--- src/rtl/regfile_ctrl_pkg.sv ---
// Shared defaults and grant encoding for the register-file writeback arbiter.
package regfile_ctrl_pkg;

  localparam int ADDRESS_WIDTH_DEF = 5;
  localparam int DATA_WIDTH_DEF    = 32;
  localparam int STARVE_LIMIT_DEF  = 4;
  localparam int STARVE_CNT_W      = 4;

  typedef enum logic [1:0] {
    GNT_NONE = 2'd0,
    GNT_P    = 2'd1,
    GNT_M    = 2'd2
  } grant_t;

endpackage

--- src/rtl/wb_scoreboard.sv ---
// Per-register busy bits for outstanding multi-cycle results.
// A set and a clear of the same register in one cycle leaves the bit set.
module wb_scoreboard
  import regfile_ctrl_pkg::*;
#(
  parameter int ADDRESS_WIDTH = ADDRESS_WIDTH_DEF
) (
  input  logic                     clk,
  input  logic                     rst_n,
  input  logic                     set_valid,
  input  logic [ADDRESS_WIDTH-1:0] set_rd,
  input  logic                     clr_valid,
  input  logic [ADDRESS_WIDTH-1:0] clr_rd,
  input  logic [ADDRESS_WIDTH-1:0] rs1,
  input  logic [ADDRESS_WIDTH-1:0] rs2,
  output logic                     rs1_busy,
  output logic                     rs2_busy
);

  localparam int NREG = 1 << ADDRESS_WIDTH;

  logic [NREG-1:0] busy;

  // Set is applied after clear so it wins; x0 can never become busy.
  always_ff @(posedge clk) begin
    if (!rst_n) begin
      busy <= '0;
    end else begin
      if (clr_valid) busy[clr_rd] <= 1'b0;
      if (set_valid && (set_rd != '0)) busy[set_rd] <= 1'b1;
    end
  end

  // Re-issuing to a busy register is illegal unless it retires this same cycle.
  always_ff @(posedge clk) begin
    if (rst_n && set_valid && (set_rd != '0)) begin
      assert (!busy[set_rd] || (clr_valid && (clr_rd == set_rd)));
    end
  end

  assign rs1_busy = busy[rs1];
  assign rs2_busy = busy[rs2];

endmodule

--- src/rtl/regfile_wb_arbiter.sv ---
// Arbitrates pipeline (P) and multi-cycle (M) writebacks onto one register-file
// write port. Optional scoreboard enabled by macro REGFILE_WB_SCOREBOARD_EN.
module regfile_wb_arbiter
  import regfile_ctrl_pkg::*;
#(
  parameter int ADDRESS_WIDTH = ADDRESS_WIDTH_DEF,
  parameter int DATA_WIDTH    = DATA_WIDTH_DEF,
  parameter int STARVE_LIMIT  = STARVE_LIMIT_DEF
) (
  input  logic                     clk,
  input  logic                     rst_n,
  input  logic                     p_valid,
  output logic                     p_ready,
  input  logic [ADDRESS_WIDTH-1:0] p_rd,
  input  logic [DATA_WIDTH-1:0]    p_data,
  input  logic                     m_valid,
  output logic                     m_ready,
  input  logic [ADDRESS_WIDTH-1:0] m_rd,
  input  logic [DATA_WIDTH-1:0]    m_data,
  input  logic                     iss_valid,
  input  logic [ADDRESS_WIDTH-1:0] iss_rd,
  input  logic [ADDRESS_WIDTH-1:0] rs1,
  input  logic [ADDRESS_WIDTH-1:0] rs2,
  output logic                     rs1_busy,
  output logic                     rs2_busy,
  output logic                     WE3,
  output logic [ADDRESS_WIDTH-1:0] AD3,
  output logic [DATA_WIDTH-1:0]    WD3
);

  localparam logic [STARVE_CNT_W-1:0] LIMIT = STARVE_CNT_W'(STARVE_LIMIT);

  // Handshake: a port transfers in any cycle where its valid and ready are both
  // high; the requester holds valid/rd/data stable until then. ready is a
  // combinational function of both valids and starve_cnt, and is never high
  // without the matching valid, so ready alone marks a transfer.
  grant_t                  gnt;
  logic [STARVE_CNT_W-1:0] starve_cnt;
  logic                    starve_hit;
  logic                    p_xfer;
  logic                    m_xfer;
  logic                    sb_rs1_busy;
  logic                    sb_rs2_busy;
  logic                    rs1_in_flight;
  logic                    rs2_in_flight;

  assign starve_hit = (starve_cnt == LIMIT);

  always_comb begin
    gnt = GNT_NONE;
    if (rst_n) begin
      if (p_valid && m_valid) gnt = starve_hit ? GNT_M : GNT_P;
      else if (p_valid)       gnt = GNT_P;
      else if (m_valid)       gnt = GNT_M;
    end
  end

  assign p_ready = (gnt == GNT_P);
  assign m_ready = (gnt == GNT_M);
  assign p_xfer  = p_valid && p_ready;
  assign m_xfer  = m_valid && m_ready;

  always_ff @(posedge clk) begin
    if (!rst_n) begin
      starve_cnt <= '0;
    end else if (m_xfer) begin
      starve_cnt <= '0;
    end else if (m_valid && !starve_hit) begin
      starve_cnt <= starve_cnt + 1'b1;
    end
  end

  // Writes to x0 are accepted but never reach the register file.
  always_ff @(posedge clk) begin
    if (!rst_n) begin
      WE3 <= 1'b0;
      AD3 <= '0;
      WD3 <= '0;
    end else if (p_xfer) begin
      WE3 <= (p_rd != '0);
      AD3 <= p_rd;
      WD3 <= p_data;
    end else if (m_xfer) begin
      WE3 <= (m_rd != '0);
      AD3 <= m_rd;
      WD3 <= m_data;
    end else begin
      WE3 <= 1'b0;
    end
  end

  assign rs1_in_flight = WE3 && (AD3 == rs1) && (rs1 != '0);
  assign rs2_in_flight = WE3 && (AD3 == rs2) && (rs2 != '0);

`ifdef REGFILE_WB_SCOREBOARD_EN
  wb_scoreboard #(
    .ADDRESS_WIDTH(ADDRESS_WIDTH)
  ) u_scoreboard (
    .clk      (clk),
    .rst_n    (rst_n),
    .set_valid(iss_valid),
    .set_rd   (iss_rd),
    .clr_valid(m_xfer),
    .clr_rd   (m_rd),
    .rs1      (rs1),
    .rs2      (rs2),
    .rs1_busy (sb_rs1_busy),
    .rs2_busy (sb_rs2_busy)
  );
`else
  logic unused_iss;
  assign unused_iss  = ^{iss_valid, iss_rd};
  assign sb_rs1_busy = 1'b0;
  assign sb_rs2_busy = 1'b0;
`endif

  assign rs1_busy = sb_rs1_busy || rs1_in_flight;
  assign rs2_busy = sb_rs2_busy || rs2_in_flight;

endmodule

--- config.mk ---
export PLATFORM = sky130hd
export DESIGN_NAME = regfile_wb_arbiter
export DESIGN_NICKNAME = d
export VERILOG_FILES = /design/src/rtl/regfile_ctrl_pkg.sv /design/src/rtl/wb_scoreboard.sv /design/src/rtl/regfile_wb_arbiter.sv
export SDC_FILE = /design/constraint.sdc
export NUM_CORES = 1
export LEC_CHECK = 0
export BUFFER_PORTS_ARGS = -buffer_cell sky130_fd_sc_hd__buf_2
export CELL_PAD_IN_SITES_DETAIL_PLACEMENT = 1
export CELL_PAD_IN_SITES_GLOBAL_PLACEMENT = 1
export CORE_MARGIN = 3
export CORE_UTILIZATION = 25
export DETAILED_ROUTE_END_ITERATION = 10
export HOLD_SLACK_MARGIN = 0.03
export PLACE_DENSITY = 0.83
export SETUP_SLACK_MARGIN = 0.05
export SLEW_MARGIN = 5
export SYNTH_ARGS = -nofsm -noshare
export SYNTH_HDL_FRONTEND = slang
export SYNTH_SLANG_ARGS = --single-unit
--- constraint.sdc ---
create_clock -name clk -period 1.4 [get_ports clk]
set_input_delay 0.21 -clock clk [delete_from_list [all_inputs] [get_ports clk]]
set_output_delay 0.21 -clock clk [all_outputs]
set_load 0.01 [all_outputs]
* After elaboration in Yosys (flattened, before gate mapping)
Cells that the tools add are included.
Word-level totals: bits in registers 42, bits of input ports 94, output and inout port bits 42, word-level logic and storage cells 37
Cells by class: add/subtract/negate cells 1, equality and inequality tests 5, mux-type cells 11, bitwise gates (word level) 1, reductions and logical operators 15
Operators with widths (number):
- 32-bit two-way mux | 2
- 5-bit nonzero test | 4
- 5-bit equality test | 2
- 2-bit two-way mux | 5
- 5-bit two-way mux | 2
- 1-bit logical AND | 8
- 4-bit by 1-bit adder with 4-bit output, second input constant | 1
- 4-bit by 3-bit equality test with 1-bit output, second input constant | 1
- 2-bit by 1-bit equality test with 1-bit output, second input constant | 1
- 2-bit equality test, second input constant | 1
- 1-bit two-way mux | 2
- 2-bit nonzero test | 1
- 2-bit OR reduction | 1
- 1-bit logical NOT | 1
- 1-bit NOT | 1

* Depth between registers and ports, before layout
Gate-level depths: netlist of the first run.
depth after elaboration 8, mapped depth 9, depth with buffers taken out 7

* Worst setup path after synthesis of the first run
Ideal clock, no wire load.
kind reg-to-reg, start point register starve_cnt[0], end point register AD3[4], library setup time 0.074 ns, arrival time 1.310 ns, data required time 1.326 ns, slack 0.016 ns, stages on the path, launching flop included 10, path buffers 2, period minus slack after synthesis 1.384 ns, path through dfxtp_1 inv_1 ha_1 nand4b_4 nand3_2 inv_2 buf_6 buf_6 nand2_1 a31oi_1
On the way: cells in the longest elaborated chain, start to end 7, elaborated cells on any way between the ends 10, classes of those cells eq/ne (3); mux (4); reduce/logical (3)
Ends and longest elaborated chain:
- start: declaration | line regfile_wb_arbiter.sv:38 | logic [STARVE_CNT_W-1:0] starve_cnt;
- start signal: assignment | line regfile_wb_arbiter.sv:69 | starve_cnt <= starve_cnt + 1'b1;
- 4-bit by 3-bit equality test with 1-bit output (*) | line regfile_wb_arbiter.sv:47 | assign starve_hit = (starve_cnt == LIMIT);
- 2-bit two-way mux (*) (2 in series) | line regfile_wb_arbiter.sv:52 | if (p_valid && m_valid) gnt = starve_hit ? GNT_M : GNT_P;
- 2-bit two-way mux (*) | line regfile_wb_arbiter.sv:51 | if (rst_n) begin
- 2-bit by 1-bit equality test with 1-bit output or 2-bit equality test (tied branches) | line regfile_wb_arbiter.sv:58, regfile_wb_arbiter.sv:59
- 1-bit logical AND, on equally long branches | line regfile_wb_arbiter.sv:60, regfile_wb_arbiter.sv:61
- 5-bit two-way mux or 2-bit nonzero test (tied branches)
- end signal: assignment | line regfile_wb_arbiter.sv:81 | AD3 <= p_rd;
- end signal: assignment | line regfile_wb_arbiter.sv:85 | AD3 <= m_rd;
- end: declaration | line regfile_wb_arbiter.sv:27 | output logic [ADDRESS_WIDTH-1:0] AD3,
Every way passes the cells marked *; elsewhere a longest branch is shown, timed or not. A chain may end at the register's enable or synchronous reset.

* Worst setup path after layout of the first run
start point register AD3[0], end point output rs1_busy
On the way: cells in the longest elaborated chain, start to end 3
Ends and longest elaborated chain:
- 5-bit equality test | line regfile_wb_arbiter.sv:92 | assign rs1_in_flight = WE3 && (AD3 == rs1) && (rs1 != '0);
- 1-bit logical AND (2 in series) | line regfile_wb_arbiter.sv:92
- end: declaration | line regfile_wb_arbiter.sv:24 | output logic rs1_busy,
No other way between the ends.

==> results of run 1 <==
report_power, final:
part	leakage [nW]	switching, W	internal (W)
clock network	0.0482	0.000428	0.000399
registers	0.350	0.0000584	0.00128
logic	1.35	0.000438	0.000413
total	1.75	0.000924	0.00210
cell usage in the layout, fill, tap and decap left out, types with 2 or more instances in the layout:
| master | count |
|---|---|
| a31oi_4 | 4 |
| nand2_1 | 32 |
| dfxtp_1 | 36 |
| dfxtp_4 | 2 |
| nand3_1 | 3 |
| o21ai_0 | 37 |
| buf_12 | 11 |
| buf_2 | 128 |
| clkbuf_8 | 6 |
| nand2_4 | 26 |
| o21a_1 | 3 |
| inv_2 | 2 |
| or4_1 | 2 |
| dfxtp_2 | 4 |
| xnor2_1 | 2 |
| buf_4 | 14 |
| xor2_1 | 5 |
| nor2_1 | 3 |
| nor3_1 | 3 |
| o211ai_1 | 2 |
| buf_16 | 2 |
| buf_6 | 6 |
| nand2_2 | 19 |
| buf_8 | 2 |
| nand3b_1 | 2 |
| a31oi_1 | 32 |
| nor3b_1 | 2 |
| a21boi_1 | 2 |
| a21oi_1 | 2 |
cells by family (layout without fill, tap and decap cells):
group	Yosys count	after routing	synth area share [%]
buffers and inverters	26	174	8.45
xor gates and xnor gates	8	8	3.41
AOI/OAI and AO/OA	86	86	24.3
and+or+nand+nor	100	100	21.8
DFF	42	42	40.9
adders and majority gates	2	2	1.22
per-stage QoR:
stage	util (%)	instance area [sq um]	TNS, ns	setup WS [ns]
detailed placement	36.1	2830	-0.794	-0.0615
CTS	44.7	3510	-3.54	-0.247
global placement	36.1	2830	-0.0179	-0.0177
floorplan	-	2060	0	0.0579
finish	46.0	3610	-2.25	-0.239
global route	46.0	3610	-5.37	-0.339
worst reg2reg max path, stage by stage, from the launching register on:
cell	delay, ns
dfxtp_2	0.34
inv_2	0.05
ha_4	0.16
nand4b_4	0.10
nand3_4	0.10
inv_4	0.11
buf_6	0.12
buf_12	0.10
buf_12	0.14
nand2_4	0.05
a31oi_1	0.19
path summary, 6_finish.rpt:
path | start | end | slack, ns | cells past startpoint
min reg2reg | WD3[17] | WD3[17] | 0.53 | 2
max | AD3[0] | rs1_busy | -0.24 | 6
max reg2reg | starve_cnt[0] | WD3[0] | -0.13 | 10
min | m_data[11] | WD3[11] | 0.17 | 3
final cells by class:
type / instances / area [sq um]
clock inverters: 1 / 5.00
flip-flops and latches: 42 / 853
repair buffers: 163 / 1120
multi-input cells: 196 / 1410
clock buffers: 7 / 86.3
well taps: 102 / 128
fillers: 986 / 4240
inverters: 3 / 13.8
metal layers:
layer	vias to the layer above	track usage, %	part of all wire, %
li1	1219	-	-
met1	1184	20.2	40
met4	0	4.21	1.3
met5	-	0	0
met2	83	33.1	53
met3	11	4.40	5.6
flip-flops by register name, summed over array words and instances (netlist names):
signal      cells
WD3            32
AD3             5
starve_cnt      4
WE3             1
timing repair:
action / in CTS / in global routing
pin swaps: 76 / 47
gates resized for setup: 77 / 47
hold buffers: 0 / 0
setup buffers: 18 / 5
setup endpoints to repair: 42 / 43
hold endpoints to repair: 0 / 0
gates cloned: 7 / 0
==> flow_summary_export.csv, run 1 <==
group,metric,value,unit
yosys,synth_area_leaders,"dfxtp_1 41%, nand2_1 14%, a31oi_1 11%, o21ai_0 9.0%, buf_6 4.4%",
clocking,numCtsBuffers,5,
layout,drive_gt1_share,57.5,%
placement,hpwl,5500,um
status,status,"complete, but fails checks",
worst_setup_path,crit_chain,"nor4_4, buf_4, nor3_1, a21oi_1, nor2_1, buf_2",
worst_setup_path,end_kind,"primary output",
timing,slew_headroom,73.4,%
yosys,synth_cells,264,
grt,grt.total_usage,17.8,%
timing,max_freq,610,MHz
yosys,synth_edf_count,0,
power_and_ir_drop,ir_drop,0.420,mV
yosys,yosysWarnings,0,
detailed_routing,drt_wl_total,8590,um
yosys,synth_most_common_cell,"nand2_1",
yosys,synth_cell_types,33,
detailed_routing,drt-vias-per-instance,4.86,
floorplan,die-area,9350,sq um
worst_setup_path,worstPathMaxFanout,5,
timing,worst_slew_pin_slew,0.395,ns
clocking,cts-htree-levels,2,
grt,grt_max_degree,35,
grt,grt_overflow_total,0,
clocking,path_clk_slew,0.08,ns
clocking,cts_sinks,42,
worst_setup_path,arrival,1.43,ns
worst_setup_path,critPathTopFamily,"flip-flops",
power_and_ir_drop,finalPower,0.00302,W
worst_setup_path,path_class,"reg -> out",
grt,first_global_vias,2752,
layout,syn_to_final_growth,75.5,%
worst_setup_path,cpMaxStageDelayCell,"dfxtp_4",
yosys,syn-cell-area,2060,sq um
worst_setup_path,cpPeakStageDelay,0.38,ns
clocking,cts_root_buf,"clkbuf_8",
floorplan,fp.coreArea,7850,sq um
yosys,synthFlopType,"dfxtp_1",
power_and_ir_drop,p_per_area,836,nW/um^2
worst_setup_path,startpoint_type,"flop",
worst_hold_path,hp-class,"in -> reg",
timing,hold_viol_final,0,
detailed_routing,vias,2497,
power_and_ir_drop,p_leak,1.75,nW
timing,finalMaxSlewViolations,0,
yosys,synth_top_area_share,40.9,%
detailed_routing,wl_per_cell,16.7,um
clocking,cts_buffer_depth,2,
timing,setup_viol,37,
yosys,ys_seq_area_share,40.9,%
timing,timing.hold.ws,0.167,ns
floorplan,die_h,96.7,um
timing,grt_setup_unrepaired,"true",
status,failed_checks,"negative setup slack",
timing,fin_crit_sh,117,%
yosys,ys_seq_elements,42,
clocking,cts_tree,"built",
placement,place_inst,487,
yosys,yosys.area.top_type,"dfxtp_1",
floorplan,die_w,96.7,um
detailed_routing,drc,0,
clocking,worstSkewPairLatency,0.29,ns
run,drv_cap,0,
worst_setup_path,cp.required,1.19,ns
detailed_routing,drtIter0Drc,53,
timing,finClkSkew,0.00466,ns
layout,final_cells,514,
floorplan,ioPinCount,136,
floorplan,rows,32,
yosys,synth_common_cells,"77 x nand2_1, 42 x dfxtp_1, 37 x a31oi_1, 37 x o21ai_0, 8 x buf_6",
yosys,async_reset_ff_share,0,%
layout,num_antenna_cells,0,
worst_setup_path,path_buf_inv,2,
grt,antenna_found_initial,0,
timing,final.setup.worst_slack,-0.239,ns
placement,place.gp.congestion,0.831,
grt,grt_pass1_wl,13600,um
yosys,synth.avg_cell_area,7.79,sq um
yosys,synth_fp_nets,360,
floorplan,initial_core_util,26.2,%
detailed_routing,first_pass_iters,4,
placement,io_buffers,129,
layout,nNetsFinal,507,
timing,post-route-min-period,1.64,ns
detailed_routing,ant_nets,0,
Power figures use the tool's default switching activity.
==> inputs of run 2 (changes only) <==
Settings changed: CORE_UTILIZATION 25 to 30, CTS_CLUSTER_DIAMETER from default to 60, PLACE_DENSITY 0.83 to 0.92, TNS_END_PERCENT from default to 5.
Clock period 1.4 ns to 1.9 ns, I/O delays scaled along.
==> run 2 against run 1 <==
Sequential share of layout area up 5.5 points. Flip-flop and latch count unchanged. Combinational power is 49% lower. Global-route usage fell by 0.67 points. Count of clock-buffer cells in the layout fell by 1. Cell count fell by 9.3%. Largest cell class unchanged. Final area shrank 20%. Non-clock buffer count decreased by 23. Setup slack better by 0.32 ns. Clock power increased by 5.6%. First-iteration DRC count grew 47%. The run now ends clean. Register-to-register slack improved by 0.49 ns.
==> flow_summary_export.csv, run 2 (same netlist as run 1, synthesis figures left out) <==
group,metric,value,unit
status,status,"finished clean",
clocking,numCtsBuffers,5,
power_and_ir_drop,ir_drop,0.362,mV
detailed_routing,first_pass_iters,4,
layout,final_common_cell,"buf_2",
layout,n_fill_cell,851,
floorplan,die_h,88.8,um
grt,first_global_vias,2352,
timing,timing.hold.ws,0.238,ns
detailed_routing,drt_wl_total,6790,um
worst_setup_path,cp.required,1.62,ns
detailed_routing,drc,0,
clocking,cts_sinks,42,
floorplan,ioPinCount,136,
grt,grt_pass1_wl,10700,um
layout,syn_to_final_growth,41.1,%
grt,grt_max_degree,33,
placement,place_area,2720,sq um
placement,hpwl,5340,um
power_and_ir_drop,p_leak,1.42,nW
timing,finalMaxSlewViolations,0,
layout,num_antenna_cells,0,
timing,finClkSkew,0.00310,ns
timing,worst_slew_pin_slew,0.339,ns
detailed_routing,drt-vias-per-instance,5.06,
detailed_routing,ant_nets,0,
timing,fin_crit_sh,95.8,%
worst_setup_path,worstPathMaxFanout,4,
layout,multi_input_area,1050,sq um
layout,drive_gt1_share,40.4,%
floorplan,fp.coreArea,6490,sq um
worst_setup_path,reg2regPathDepth,8,
worst_setup_path,arrival,1.53,ns
placement,io_buffers,129,
clocking,cts_buffer_depth,2,
layout,top_register,"WD3",
worst_setup_path,end_kind,"primary output",
layout,utilization,44.7,%
layout,largest_reg_flops,32,
detailed_routing,vias,2360,
clocking,cts_tree,"built",
clocking,worstSkewPairLatency,0.29,ns
detailed_routing,wl_per_cell,14.6,um
worst_setup_path,path_class,"reg -> out",
grt,grt_overflow_total,0,
worst_hold_path,holdPathStages,3,
layout,design_area,2900,sq um
timing,hold_viol_final,0,
timing,max_freq,550,MHz
detailed_routing,drtIter0Drc,78,
floorplan,die-area,7890,sq um
placement,place.gp.congestion,0.781,
clocking,path_clk_slew,0.08,ns
floorplan,rows,29,
layout,reg.largest.list,"WD3: 32 flops, AD3: 5 flops, starve_cnt: 4 flops",
placement,place_inst,455,
grt,grt.total_usage,17.1,%
clocking,cts-htree-levels,2,
worst_hold_path,hp-class,"in -> reg",
layout,seqCellArea,845,sq um
clocking,cts_root_buf,"clkbuf_8",
clocking,cts_hold_repair.buffers,0,
grt,antenna_found_initial,0,
layout,final_cell_mix,"129 x buf_2, 77 x nand2_1, 39 x dfxtp_1, 37 x o21ai_0, 37 x a31oi_1",
worst_setup_path,startpoint_type,"flop",
timing,grt_setup_unrepaired,"true",
layout,nNetsFinal,484,
floorplan,die_w,88.8,um
timing,slew_headroom,77.2,%
power_and_ir_drop,p_per_area,790,nW/um^2
timing,post-route-min-period,1.82,ns
layout,final_cells,466,
power_and_ir_drop,finalPower,0.00229,W
floorplan,initial_core_util,31.7,%
run,drv_cap,0,
timing,setup_viol,0,
## run 2: cell count changes in the layout (fill, tap and decap cells not counted), sizes merged
cell	previous run	this run
bufinv	0	2
clkinv	1	0
clkbuf	7	6
buf	163	140
## run 2: cell type report
type,instances,share of cell area (%)
Multi-Input combinational cell,196,36.3
Sequential cell,42,29.1
Timing Repair Buffer,140,25.9
Tap cell,77,3.32
Clock buffer,6,2.84
Clock inverter,2,2.07
Inverter,3,0.388
## run 2: repair_timing
item / in CTS / in global routing
setup buffers: 0 / 3
setup endpoints to repair: 3 / 3
cloned: 0 / 0
gates resized for setup: 1 / 4
## run 2: power by group
group,leakage (nW),internal [W],total [W],switching [W]
clock network,0.0714,0.000561,0.000873,0.000312
logic,0.998,0.000198,0.000433,0.000235
registers,0.349,0.000946,0.000987,0.0000412
## run 2: critical path, stage by stage, from the launching register on
cell and delay, ns:
dfxtp_2 0.35, inv_1 0.06, ha_1 0.24, nand3b_1 0.18, nand2_1 0.10, and3_1 0.18, buf_2 0.14
## run 2: per-stage QoR
stage / setup slack, ns / TNS, ns
global placement: 0.366 / 0
CTS: 0.00612 / 0
finish: 0.0804 / 0
detailed placement: 0.307 / 0
floorplan: 0.516 / 0
global route: -0.00944 / -0.00944
## run 2: path summary, 6_finish.rpt
check                start       to  slack, ns
max          starve_cnt[0]  m_ready       0.08
min              m_data[3]   WD3[3]       0.24
max reg2reg  starve_cnt[0]   WD3[1]       0.36
min reg2reg        WD3[17]  WD3[17]       0.54
## run 2: routing by layer
layer	global-route usage, %	share of wire (%)
met2	31.4	50
met1	19.0	40
met3	5.87	8.9
met4	3.43	0.71
met5	0	0
==> inputs of run 3 (changes only) <==
Settings changed: MAX_ROUTING_LAYER from default to met4.
==> run 3 against run 2 <==
Maximum frequency rose by 0.12%. Largest cell class unchanged. Critical path type unchanged. Sequential share of layout area did not move. Setup slack improved by 0.0022 ns. Via count fell by 0.47%. Combinational power barely moved. Critical path depth did not move. Clock power barely moved. Die area did not move. Count of clock-buffer cells in the layout did not move. Routed wire length rose by 0.12%. Clock skew barely moved. Register-to-register slack barely moved.
==> flow_summary_export.csv, run 3 (same netlist as run 1, synthesis figures left out) <==
group,metric,value,unit
clocking,cts_tree,"built",
layout,top_register,"WD3",
detailed_routing,first_pass_iters,4,
detailed_routing,drtIter0Drc,79,
timing,timing.hold.ws,0.238,ns
grt,grt_overflow_total,0,
power_and_ir_drop,internal_power,0.00170,W
clocking,cts-htree-levels,2,
floorplan,ioPinCount,136,
timing,worst_slew_pin_slew,0.340,ns
timing,fin_crit_sh,95.7,%
power_and_ir_drop,power_frac_clock,38.1,%
grt,grt_pass1_wl,10700,um
floorplan,die_h,88.8,um
layout,drive_gt1_share,40.4,%
worst_setup_path,cp.required,1.62,ns
worst_hold_path,hp-class,"in -> reg",
timing,slew_headroom,77.2,%
floorplan,die_w,88.8,um
detailed_routing,drt_wl_total,6800,um
layout,utilization,44.7,%
layout,design_area,2900,sq um
placement,io_buffers,129,
layout,nNetsFinal,484,
timing,max_freq,550,MHz
power_and_ir_drop,p_leak,1.42,nW
clocking,numCtsBuffers,5,
clocking,cts_hold_repair.buffers,0,
floorplan,rows,29,
layout,reg.largest.list,"WD3: 32 flops, AD3: 5 flops, starve_cnt: 4 flops",
timing,setup_tns,0,ns
floorplan,die-area,7890,sq um
worst_setup_path,worstPathMaxFanout,4,
placement,place_area,2720,sq um
grt,antenna_found_initial,0,
grt,first_global_vias,2354,
clocking,cts_root_buf,"clkbuf_8",
timing,finClkSkew,0.00268,ns
status,status,"finished clean",
worst_setup_path,reg2regPathDepth,8,
detailed_routing,ant_nets,0,
layout,num_antenna_cells,0,
grt,grt.total_usage,17.6,%
detailed_routing,drc,0,
worst_setup_path,arrival,1.53,ns
clocking,cts_sinks,42,
layout,syn_to_final_growth,41.1,%
layout,final_common_cell,"buf_2",
layout,n_fill_cell,851,
run,drv_cap,0,
detailed_routing,vias,2349,
grt,grt_max_degree,33,
power_and_ir_drop,finalPower,0.00229,W
clocking,path_clk_slew,0.08,ns
worst_setup_path,end_kind,"primary output",
layout,largest_reg_flops,32,
floorplan,fp.coreArea,6490,sq um
clocking,worstSkewPairLatency,0.29,ns
worst_setup_path,path_class,"reg -> out",
worst_setup_path,startpoint_type,"flop",
placement,hpwl,5340,um
timing,finalMaxSlewViolations,0,
worst_hold_path,holdPathStages,3,
clocking,cts_buffer_depth,2,
detailed_routing,wl_per_cell,14.6,um
timing,hold_viol_final,0,
power_and_ir_drop,swShare,25.7,%
timing,post-route-min-period,1.82,ns
detailed_routing,drt-vias-per-instance,5.04,
timing,grt_setup_unrepaired,"true",
power_and_ir_drop,ir_drop,0.362,mV
floorplan,initial_core_util,31.7,%
timing,setup_viol,0,
power_and_ir_drop,pwr-share-comb,18.9,%
power_and_ir_drop,power_frac_seq,43.0,%
power_and_ir_drop,p_switching,0.000588,W
power_and_ir_drop,p_per_area,790,nW/um^2
layout,final_cell_mix,"129 x buf_2, 77 x nand2_1, 39 x dfxtp_1, 37 x o21ai_0, 37 x a31oi_1",
placement,place.gp.congestion,0.792,
[run 3: cell counts in the layout (fill, tap and decap cells not counted)]
Identical to the previous run, type by type.
[run 3: power by group through the flow]
| stage | clock (W) | sequential [W] | combinational, W |
|---|---|---|---|
| finish | 0.000873 | 0.000987 | 0.000433 |
| global route | 0.000939 | 0.000996 | 0.000485 |
| CTS | 0.000898 | 0.000987 | 0.000439 |
| detailed placement | 0 | 0.00101 | 0.000436 |
| global placement | 0 | 0.00100 | 0.000421 |
| floorplan | 0 | 0.00103 | 0.000203 |
[run 3: final cells by class]
cell class / count / area (sq um) / share of cell area (%)
clock inverter: 2 / 60.1 / 2.07
multi-input combinational: 196 / 1050 / 36.3
timing repair buffer: 140 / 753 / 25.9
sequential: 42 / 845 / 29.1
clock buffer: 6 / 82.6 / 2.84
inverter: 3 / 11.3 / 0.388
tap: 77 / 96.3 / 3.32
[run 3: per-layer routing]
layer	vias to the layer above	share of wire [%]	global-route usage [%]
met5	-	0	-
met4	0	0.40	3.43
met3	3	8.1	5.31
met2	87	51	31.4
met1	1090	41	19.4
li1	1169	-	-
[run 3: path summary, 6_finish.rpt]
path / startpoint / end / slack, ns
worst max register to register: starve_cnt[0] / WD3[24] / 0.36
worst max-delay path: starve_cnt[0] / m_ready / 0.08
worst min-delay path: m_data[3] / WD3[3] / 0.24
worst min register to register: WD3[17] / WD3[17] / 0.54
[run 3: critical path: stages, from the launching register on]
cell and delay (ns):
dfxtp_2 0.35, inv_1 0.06, ha_1 0.24, nand3b_1 0.18, nand2_1 0.10, and3_1 0.18, buf_2 0.14
[run 3: timing repair]
item,CTS,global route
setup endpoints to repair,3,3
setup buffers,0,3
endpoints found under the hold margin,0,0
resized for setup,1,4
pin swaps,0,0
[run 3: through the flow]
stage	worst slack [ns]	instances
after floorplan	0.516	264
after global placement	0.366	455
after detailed placement	0.307	455
after CTS	0.00612	463
after global routing	-0.00944	466
final	0.0826	466
